File: config.mk
export PLATFORM = sky130hd
export DESIGN_NAME = bp_perf_monitor
export DESIGN_NICKNAME = d
export VERILOG_FILES = /design/src/rtl/bp_perf_pkg.sv /design/src/rtl/sat_counter.sv /design/src/rtl/bp_perf_monitor.sv
export SDC_FILE = /design/constraint.sdc
export NUM_CORES = 1
export LEC_CHECK = 0
export ABC_CLOCK_PERIOD_IN_PS = 23000
export BUFFER_PORTS_ARGS = -buffer_cell sky130_fd_sc_hd__buf_4
export CAP_MARGIN = 20
export CORE_MARGIN = 5
export CORE_UTILIZATION = 35
export CTS_CLUSTER_DIAMETER = 200
export DETAILED_ROUTE_END_ITERATION = 10
export PLACE_DENSITY = 0.58
export RECOVER_POWER = 100
export SYNTH_ARGS = -nofsm -noshare
export SYNTH_HDL_FRONTEND = slang
export SYNTH_HIERARCHICAL = 1
export SYNTH_SLANG_ARGS = --single-unit
File: constraint.sdc
create_clock -name clk_i -period 23 [get_ports clk_i]
set_input_delay 4.6 -clock clk_i [delete_from_list [all_inputs] [get_ports clk_i]]
set_output_delay 4.6 -clock clk_i [all_outputs]
set_load 0.03 [all_outputs]
File: src/rtl/bp_perf_pkg.sv
// Shared definitions for the branch-predictor performance monitor.
package bp_perf_pkg;

  typedef enum logic [1:0] {
    ST_IDLE = 2'd0,
    ST_RUN  = 2'd1,
    ST_HOLD = 2'd2
  } state_e;

  localparam int NUM_CH_MIN = 1;
  localparam int NUM_CH_MAX = 8;
  localparam int CNT_W_MIN  = 8;
  localparam int CNT_W_MAX  = 48;

endpackage

File: src/rtl/sat_counter.sv
// Saturating up-counter with synchronous clear (clear wins over increment).
module sat_counter #(
  parameter int CNT_W = 32
) (
  input  logic             clk_i,
  input  logic             rst_ni,
  input  logic             inc_i,
  input  logic             clr_i,
  output logic [CNT_W-1:0] q_o
);

  logic [CNT_W-1:0] cnt_q, cnt_d;

  always_comb begin
    cnt_d = cnt_q;
    if (clr_i) begin
      cnt_d = '0;
    end else if (inc_i && (cnt_q != {CNT_W{1'b1}})) begin
      cnt_d = cnt_q + CNT_W'(1);
    end
  end

  always_ff @(posedge clk_i or negedge rst_ni) begin
    if (!rst_ni) cnt_q <= '0;
    else         cnt_q <= cnt_d;
  end

  assign q_o = cnt_q;

endmodule

File: src/rtl/bp_perf_monitor.sv
// Per-channel branch/mispredict totals plus windowed reports with a
// valid/ready handshake.  state | meaning: IDLE idle, RUN counting, HOLD report pending.
module bp_perf_monitor
  import bp_perf_pkg::*;
#(
  parameter int              NUM_CH = 2,
  parameter int              CNT_W  = 32,
  parameter longint unsigned WINDOW = 1024,
  localparam int             RD_W   = (NUM_CH > 1) ? $clog2(NUM_CH) : 1
) (
  input  logic                    clk_i,
  input  logic                    rst_ni,
  input  logic                    instr_vld_i,
  input  logic [NUM_CH-1:0]       br_instr_i,
  input  logic [NUM_CH-1:0]       br_miss_i,
  input  logic                    start_i,
  input  logic                    stop_i,
  input  logic                    clear_i,
  input  logic [RD_W-1:0]         rd_ch_i,
  output logic [CNT_W-1:0]        tot_br_o,
  output logic [CNT_W-1:0]        tot_miss_o,
  output logic [CNT_W-1:0]        tot_instr_o,
  output logic                    rpt_vld_o,
  input  logic                    rpt_rdy_i,
  output logic [NUM_CH*CNT_W-1:0] rpt_br_o,
  output logic [NUM_CH*CNT_W-1:0] rpt_miss_o,
  output logic                    rpt_ovf_o,
  output logic                    err_o
);

  if (NUM_CH < NUM_CH_MIN || NUM_CH > NUM_CH_MAX || CNT_W < CNT_W_MIN || CNT_W > CNT_W_MAX)
  begin : g_bad_param
    $error("bp_perf_monitor: NUM_CH or CNT_W out of range");
  end

  localparam logic [CNT_W-1:0] WIN_LAST = CNT_W'(WINDOW - 1);

  // Single-stage release sync: assertion stays asynchronous, release is clocked.
  logic rst_sync_q;
  always_ff @(posedge clk_i or negedge rst_ni) begin
    if (!rst_ni) rst_sync_q <= 1'b0;
    else         rst_sync_q <= 1'b1;
  end

  state_e state_q, state_d;
  logic   rpt_vld_q, rpt_vld_d;
  logic   ovf_q, err_q;
  logic [NUM_CH*CNT_W-1:0] rpt_br_q, rpt_miss_q, snap_br, snap_miss;
  logic [CNT_W-1:0] tot_br_q, tot_miss_q, tot_instr_q, rd_br_d, rd_miss_d;

  logic              counting, instr_inc, win_end, accept, load, ovf_set, proto_err;
  logic [NUM_CH-1:0] br_inc, miss_inc;
  logic [CNT_W-1:0]  tot_instr, win_instr;
  logic [CNT_W-1:0]  tot_br [NUM_CH];
  logic [CNT_W-1:0]  tot_miss [NUM_CH];
  logic [CNT_W-1:0]  win_br [NUM_CH];
  logic [CNT_W-1:0]  win_miss [NUM_CH];

  assign counting  = (state_q != ST_IDLE);
  assign instr_inc = counting & instr_vld_i;
  assign br_inc    = counting ? br_instr_i : '0;
  assign miss_inc  = br_inc & br_miss_i;
  assign proto_err = counting & (|(br_miss_i & ~br_instr_i));
  assign win_end   = instr_inc & (win_instr == WIN_LAST);
  assign accept    = rpt_vld_q & rpt_rdy_i;
  assign load      = win_end & ~clear_i & (~rpt_vld_q | rpt_rdy_i);
  assign ovf_set   = win_end & rpt_vld_q & ~rpt_rdy_i;

  sat_counter #(.CNT_W(CNT_W)) u_tot_instr (
    .clk_i(clk_i), .rst_ni(rst_sync_q), .inc_i(instr_inc), .clr_i(clear_i), .q_o(tot_instr)
  );
  sat_counter #(.CNT_W(CNT_W)) u_win_instr (
    .clk_i(clk_i), .rst_ni(rst_sync_q), .inc_i(instr_inc), .clr_i(clear_i | win_end),
    .q_o(win_instr)
  );

  for (genvar c = 0; c < NUM_CH; c++) begin : g_ch
    sat_counter #(.CNT_W(CNT_W)) u_tot_br (
      .clk_i(clk_i), .rst_ni(rst_sync_q), .inc_i(br_inc[c]), .clr_i(clear_i), .q_o(tot_br[c])
    );
    sat_counter #(.CNT_W(CNT_W)) u_tot_miss (
      .clk_i(clk_i), .rst_ni(rst_sync_q), .inc_i(miss_inc[c]), .clr_i(clear_i),
      .q_o(tot_miss[c])
    );
    sat_counter #(.CNT_W(CNT_W)) u_win_br (
      .clk_i(clk_i), .rst_ni(rst_sync_q), .inc_i(br_inc[c]), .clr_i(clear_i | win_end),
      .q_o(win_br[c])
    );
    sat_counter #(.CNT_W(CNT_W)) u_win_miss (
      .clk_i(clk_i), .rst_ni(rst_sync_q), .inc_i(miss_inc[c]), .clr_i(clear_i | win_end),
      .q_o(win_miss[c])
    );
  end

  // Snapshot must include the events of the window-closing cycle itself.
  always_comb begin
    snap_br   = '0;
    snap_miss = '0;
    rd_br_d   = '0;
    rd_miss_d = '0;
    for (int c = 0; c < NUM_CH; c++) begin
      snap_br[c*CNT_W +: CNT_W] = (br_inc[c] && (win_br[c] != {CNT_W{1'b1}}))
                                  ? win_br[c] + CNT_W'(1) : win_br[c];
      snap_miss[c*CNT_W +: CNT_W] = (miss_inc[c] && (win_miss[c] != {CNT_W{1'b1}}))
                                    ? win_miss[c] + CNT_W'(1) : win_miss[c];
      if (rd_ch_i == RD_W'(c)) begin
        rd_br_d   = tot_br[c];
        rd_miss_d = tot_miss[c];
      end
    end
  end

  always_comb begin
    rpt_vld_d = rpt_vld_q;
    if (clear_i)     rpt_vld_d = 1'b0;
    else if (load)   rpt_vld_d = 1'b1;
    else if (accept) rpt_vld_d = 1'b0;

    state_d = state_q;
    case (state_q)
      ST_IDLE: if (start_i && !stop_i && !clear_i) state_d = ST_RUN;
      ST_RUN, ST_HOLD: begin
        if (stop_i && !clear_i) state_d = ST_IDLE;
        else                    state_d = rpt_vld_d ? ST_HOLD : ST_RUN;
      end
      default: state_d = ST_IDLE;
    endcase
  end

  always_ff @(posedge clk_i or negedge rst_sync_q) begin
    if (!rst_sync_q) begin
      state_q     <= ST_IDLE;
      rpt_vld_q   <= 1'b0;
      rpt_br_q    <= '0;
      rpt_miss_q  <= '0;
      ovf_q       <= 1'b0;
      err_q       <= 1'b0;
      tot_br_q    <= '0;
      tot_miss_q  <= '0;
      tot_instr_q <= '0;
    end else begin
      state_q     <= state_d;
      rpt_vld_q   <= rpt_vld_d;
      tot_br_q    <= rd_br_d;
      tot_miss_q  <= rd_miss_d;
      tot_instr_q <= tot_instr;
      if (clear_i) begin
        rpt_br_q   <= '0;
        rpt_miss_q <= '0;
        ovf_q      <= 1'b0;
        err_q      <= 1'b0;
      end else begin
        if (load) begin
          rpt_br_q   <= snap_br;
          rpt_miss_q <= snap_miss;
        end
        if (ovf_set)   ovf_q <= 1'b1;
        if (proto_err) err_q <= 1'b1;
      end
    end
  end

  assign rpt_vld_o   = rpt_vld_q;
  assign rpt_br_o    = rpt_br_q;
  assign rpt_miss_o  = rpt_miss_q;
  assign rpt_ovf_o   = ovf_q;
  assign err_o       = err_q;
  assign tot_br_o    = tot_br_q;
  assign tot_miss_o  = tot_miss_q;
  assign tot_instr_o = tot_instr_q;

endmodule

==> impl_metrics.ini, run 1 <==
[outcome]
status = finished, violations left
violations = max-capacitance violations, max-slew violations

[timing]
fmax_ghz = 0.0786
hold_slack_ns = 0.431
skew_ns = 0.0333
worst_pin_slew_ns = 3.96
slew_headroom_pct = -164
drv_slew = 1146
finalSetupTns_ns = 0
post-route-period-util_pct = 55.3
rsz0062_at_grt = no
period_needed_ns = 12.72
finalSetupViolCount = 0
hold_viol_final = 0

[yosys]
avgSynthCellArea_um2 = 9.78
synth_edf_count = 0
ys_types = 63
synth_area_leaders = dfrtp_1 (46%), mux2_2 (4.3%), xnor2_1 (4.1%)
synth_top_area_share_pct = 45.8
synthCells = 3069
yosysSeqAreaShare_pct = 45.8
syn_nets = 3097
ys_warn_count = 6
async_flop_share_pct = 100
synth_seq_cells = 550
netlist_area_um2 = 30000
synth_ff_type = dfrtp_1
synth.largest_area_cell = dfrtp_1

[worst_hold_path]
hold_depth = 0
hp-class = register to register

[clock_tree]
cts_hold_buf = 0
cts_resized = 0
clk_path_buf_depth = 3
cts_max_level = 3
root_buffer = clkbuf_16
clk_latency_ns = 0.62
cts_buffers = 68
clk_pin_slew_ns = 0.06
cts.sinks = 550
cts_setup_buffers = 0
cts_tree = yes

[worst_setup_path]
crit_slowest_cell = clkbuf_1
cp.depth = 7
cp.buffers_inverters = 3
max_stage_delay_ns = 2.39
endpoint_kind = register
cp-start-kind = input pin
rr_worst_depth = 3
cp_data_arrival_time_ns = 13.20
crit_family = buffers and inverters
crit_top_cell = clkbuf_1
worstPathRequired_ns = 23.48
path_max_fanout = 77
setup.worst_path.class = input pin to register
crit_chain = clkbuf_1 -> nand2b_1 -> clkbuf_1 -> clkbuf_1 -> nand2b_1 -> a21oi_1 -> a31o_2

[floorplanning]
rows = 107
start_util_pct = 35.3
fp.dieW_um = 303
die-area_um2 = 91700
fp.coreArea_um2 = 85100
io_pins = 239
die_h_um = 303

[routing]
vias = 23800
antenna_left = 0
drtIter0Drc = 1455
drt-total-wl_um = 81100
dr.pass1.iters = 5
avgRoutedWirePerCell_um = 18.1
vias_per_cell = 5.32
drcViolationCount = 0

[cells_and_area]
most-common-layout-cells = dfrtp_1 (550), nand2_1 (297), nor2_1 (294)
layout.cells.non_filler = 4479
post_route_cells_drive_above_1_share_pct = 10.1
areaGrowthSynthToFinish_pct = 12.3
n_antenna_cell = 0
final_common_cell = dfrtp_1
fill_cells = 8735
fin_nets = 3314

[power]
ir_drop_uv = 47.0
p_per_area_nw_per_um2 = 64.6
leakagePower_uw = 0.0135

[global_routing]
grt_pass1_wl_um = 131000
grt_max_degree = 83
gr-total-overflow = 0
grt_pass1_vias = 23100
antenna_found_initial = 0
grtUsageTotal_pct = 17.5

[place]
placement.io_buffers = 238
dp_cells = 4359
post-dp-hpwl_um = 56300
gp_congestion = 0.838

[flow_run]
maxCapViolCount = 19
[metrics by stage]
step / utilization (%) / power [uW] / setup WS (ns) / cell area (um^2)
CTS: 41.1 / 2220 / 15.19 / 35000
floorplan: - / 1090 / 6.51 / 30000
global placement: 38.5 / 1130 / 14.65 / 32800
detailed placement: 38.5 / 1130 / 14.54 / 32800
global route: 39.6 / 2270 / 9.35 / 33700
finish: 39.6 / 2180 / 10.28 / 33700
[path summary, 6_finish.rpt]
path / slack [ns] / endpoint / from
worst max-delay path: 10.28 / g_ch[0].u_win_br/q_o[5]$_DFFE_PN0P_ / clear_i
worst min-delay path: 0.43 / tot_instr_o[7]$_DFF_PN0_ / u_tot_instr/q_o[7]$_DFFE_PN0P_
worst max register to register: 12.45 / rpt_br_o[24]$_DFFE_PN0P_ / rst_sync_q$_DFF_PN0_
worst min register to register: 0.43 / tot_instr_o[7]$_DFF_PN0_ / u_tot_instr/q_o[7]$_DFFE_PN0P_
max in group asynchronous: 12.45 / rpt_br_o[24]$_DFFE_PN0P_ / rst_sync_q$_DFF_PN0_
min in group asynchronous: 0.75 / tot_miss_o[11]$_DFF_PN0_ / rst_sync_q$_DFF_PN0_
[Yosys cell counts (21+ instances only)]
cell type	count
nor4_2	25
a31o_2	21
a211oi_1	52
nand3_1	177
dfrtp_1	550
nor2_1	294
xnor2_1	139
and3_1	90
xor2_1	109
o21ai_0	41
inv_1	85
nor2b_1	64
and2_1	33
nor4_1	56
or4_1	34
a21o_1	30
clkbuf_1	62
or3_1	55
o31ai_1	32
nand2_1	297
nand4_1	120
nor3_1	68
o21ai_1	27
mux2_2	114
o21ai_2	100
nand2b_1	27
a21oi_1	113
[metal layers]
layer | GRT usage [%] | up-vias | part of all wire (%)
met5 | 0 | - | 0
met3 | 3.06 | 95 | 4.9
met4 | 3.96 | 0 | 1.7
met1 | 25.3 | 11700 | 47
li1 | - | 11500 | -
met2 | 27.6 | 491 | 46
[report_power, final]
group          internal (uW)  switching (uW)  total (uW)
combinational           29.8            88.3         118
sequential               976            14.2         990
clock                    636             433        1070
[state kept, by name, indices dropped and copies added, names as in the netlist, 64 cells and up]
signal and flops:
g_ch.u_tot_miss/q_o 64, g_ch.u_tot_br/q_o 64, rpt_miss_o 64, rpt_br_o 64, g_ch.u_win_miss/q_o 64, g_ch.u_win_br/q_o 64
[cells by family (layout without fill, tap and decap cells)]
kind of cell | count (synthesis) | in the layout | synth area share [%]
adders and majority gates | 16 | 16 | 0.667
xor gates and xnor gates | 248 | 248 | 7.23
and+or+nand+nor | 1445 | 1445 | 26.5
buffers and inverters | 196 | 462 | 3.01
other | 1 | 1 | 0.0125
AOI/OAI and AO/OA | 470 | 470 | 11.3
muxes | 143 | 143 | 5.41
DFF | 550 | 550 | 45.8
[cell type report]
cell class | count | area (um^2) | area share (%)
clock buffers | 91 | 1930 | 5.72
clock inverters | 28 | 294 | 0.872
inverters | 87 | 327 | 0.969
multi-input cells | 2323 | 15000 | 44.4
flip-flops and latches | 550 | 13800 | 40.8
well taps | 1144 | 1430 | 4.25
repair buffers | 256 | 991 | 2.94
Power figures use the tool's default switching activity.
==> run 2: changes to the inputs <==
- ABC_CLOCK_PERIOD_IN_PS: 23000 -> 10400
- PLACE_DENSITY: 0.58 -> 0.6
- clock period: 23 -> 10.4 ns (I/O delays scaled with it)
==> impl_metrics.ini, run 2 (same netlist as run 1, synthesis figures left out) <==
[flow_run]
maxCapViolCount = 9

[timing]
finalSetupViolCount = 0
post-route-period-util_pct = 67.5
rsz0062_at_grt = no
slew_headroom_pct = -156
skew_ns = 0.0190
period_needed_ns = 7.02
finalSetupTns_ns = 0
hold_viol_final = 0
hold_slack_ns = 0.398
drv_slew = 563
fmax_ghz = 0.142
worst_pin_slew_ns = 3.84

[routing]
vias = 23800
avgRoutedWirePerCell_um = 17.6
dr.pass1.iters = 5
vias_per_cell = 5.30
drtIter0Drc = 1457
antenna_left = 0
drcViolationCount = 0
drt-total-wl_um = 78800

[worst_setup_path]
crit_family = buffers and inverters
path_max_fanout = 90
setup.worst_path.class = input pin to register
max_stage_delay_ns = 2.28
startpoint = clear_i
reg2reg_setup_slack_ns = 4.50
r2r-start = rst_sync_q$_DFF_PN0_
cp_data_arrival_time_ns = 7.50
cp.buffers_inverters = 3
endpoint_kind = register
crit_slowest_cell = clkbuf_1
r2r-end = g_ch[1].u_win_miss/q_o[21]$_DFFE_PN0P_
crit_top_cell = clkbuf_1
crit_chain = clkbuf_1 -> clkbuf_1 -> buf_4 -> nand2b_1 -> a21oi_1 -> a31o_2
cp-start-kind = input pin
rr_worst_depth = 2
worstPathRequired_ns = 10.88
setup.worst_path.end = g_ch[1].u_tot_br/q_o[8]$_DFFE_PN0P_
cp.depth = 6

[cells_and_area]
final_common_cell = dfrtp_1
fill_cells = 8747
post-route-util_pct = 39.8
fin_nets = 3312
most-common-layout-cells = dfrtp_1 (550), nand2_1 (297), nor2_1 (294)
post_route_cells_drive_above_1_share_pct = 9.98
areaGrowthSynthToFinish_pct = 12.9

[clock_tree]
clk_path_buf_depth = 3
cts_hold_buf = 0
cts.sinks = 550
cts_max_level = 3
clk_pin_slew_ns = 0.06
cts_buffers = 67
cts_setup_buffers = 0
clk_latency_ns = 0.60
cts_resized = 0
root_buffer = clkbuf_16
cts_tree = yes

[global_routing]
grt_max_degree = 138
grt_pass1_vias = 23300
antenna_found_initial = 0
grt_pass1_wl_um = 129000
gr-total-overflow = 0
grtUsageTotal_pct = 17.0

[floorplanning]
start_util_pct = 35.3
fp.dieW_um = 303
die_h_um = 303
fp.coreArea_um2 = 85100
rows = 107
io_pins = 239
die-area_um2 = 91700

[power]
ir_drop_uv = 90.9
leakagePower_uw = 0.0135
p_per_area_nw_per_um2 = 146
power_uw = 4960

[outcome]
status = finished, violations left
violations = max-capacitance violations, max-slew violations

[worst_hold_path]
hp-class = register to register

[place]
placement.io_buffers = 238
gp_congestion = 0.852
post-dp-hpwl_um = 55000
[run 2: stage by stage]
stage | setup slack (ns) | cell area [um^2] | std cells
finish | 3.38 | 33900 | 4481
global placement | 5.15 | 32800 | 4358
floorplan | 1.43 | 30000 | 3069
detailed placement | 5.05 | 32800 | 4358
global route | 2.77 | 33900 | 4480
CTS | 5.68 | 35200 | 4479
[run 2: area by class of cell]
| class | instances | area, um^2 | area share (%) |
|---|---|---|---|
| inverters | 87 | 327 | 0.963 |
| diodes | 1 | 2.50 | 0.00738 |
| clock buffers | 90 | 1960 | 5.78 |
| well taps | 1144 | 1430 | 4.22 |
| multi-input cells | 2323 | 15000 | 44.1 |
| flip-flops and latches | 550 | 13800 | 40.6 |
| clock inverters | 31 | 425 | 1.25 |
| repair buffers | 255 | 1040 | 3.08 |
[run 2: worst min-delay path by stage]
stage / start / to / slack (ns) / cells after the start
after CTS: u_tot_instr/q_o[9]$_DFFE_PN0P_ / tot_instr_o[9]$_DFF_PN0_ / 0.41 / 0
after detailed placement: u_tot_instr/q_o[9]$_DFFE_PN0P_ / tot_instr_o[9]$_DFF_PN0_ / 0.39 / 0
after global placement: u_tot_instr/q_o[9]$_DFFE_PN0P_ / tot_instr_o[9]$_DFF_PN0_ / 0.38 / 0
after global routing: u_tot_instr/q_o[9]$_DFFE_PN0P_ / tot_instr_o[9]$_DFF_PN0_ / 0.42 / 0
after floorplan: u_tot_instr/q_o[9]$_DFFE_PN0P_ / tot_instr_o[9]$_DFF_PN0_ / 0.37 / 0
final: u_tot_instr/q_o[9]$_DFFE_PN0P_ / tot_instr_o[9]$_DFF_PN0_ / 0.40 / 0
[run 2: routing by layer]
layer  up-vias  wire, um  track usage (%)
li1      11500         -                -
met1     11700     36200             23.6
met2       485     37000             27.6
met3       110      3930             2.91
met4         0      1640             4.30
met5         -         0                0
[run 2: where the power goes]
part | leakage (uW) | internal (uW) | switching [uW]
Sequential | 0.00768 | 2160 | 31.4
Combinational | 0.00469 | 69.7 | 194
Clock | 0.00115 | 1550 | 955
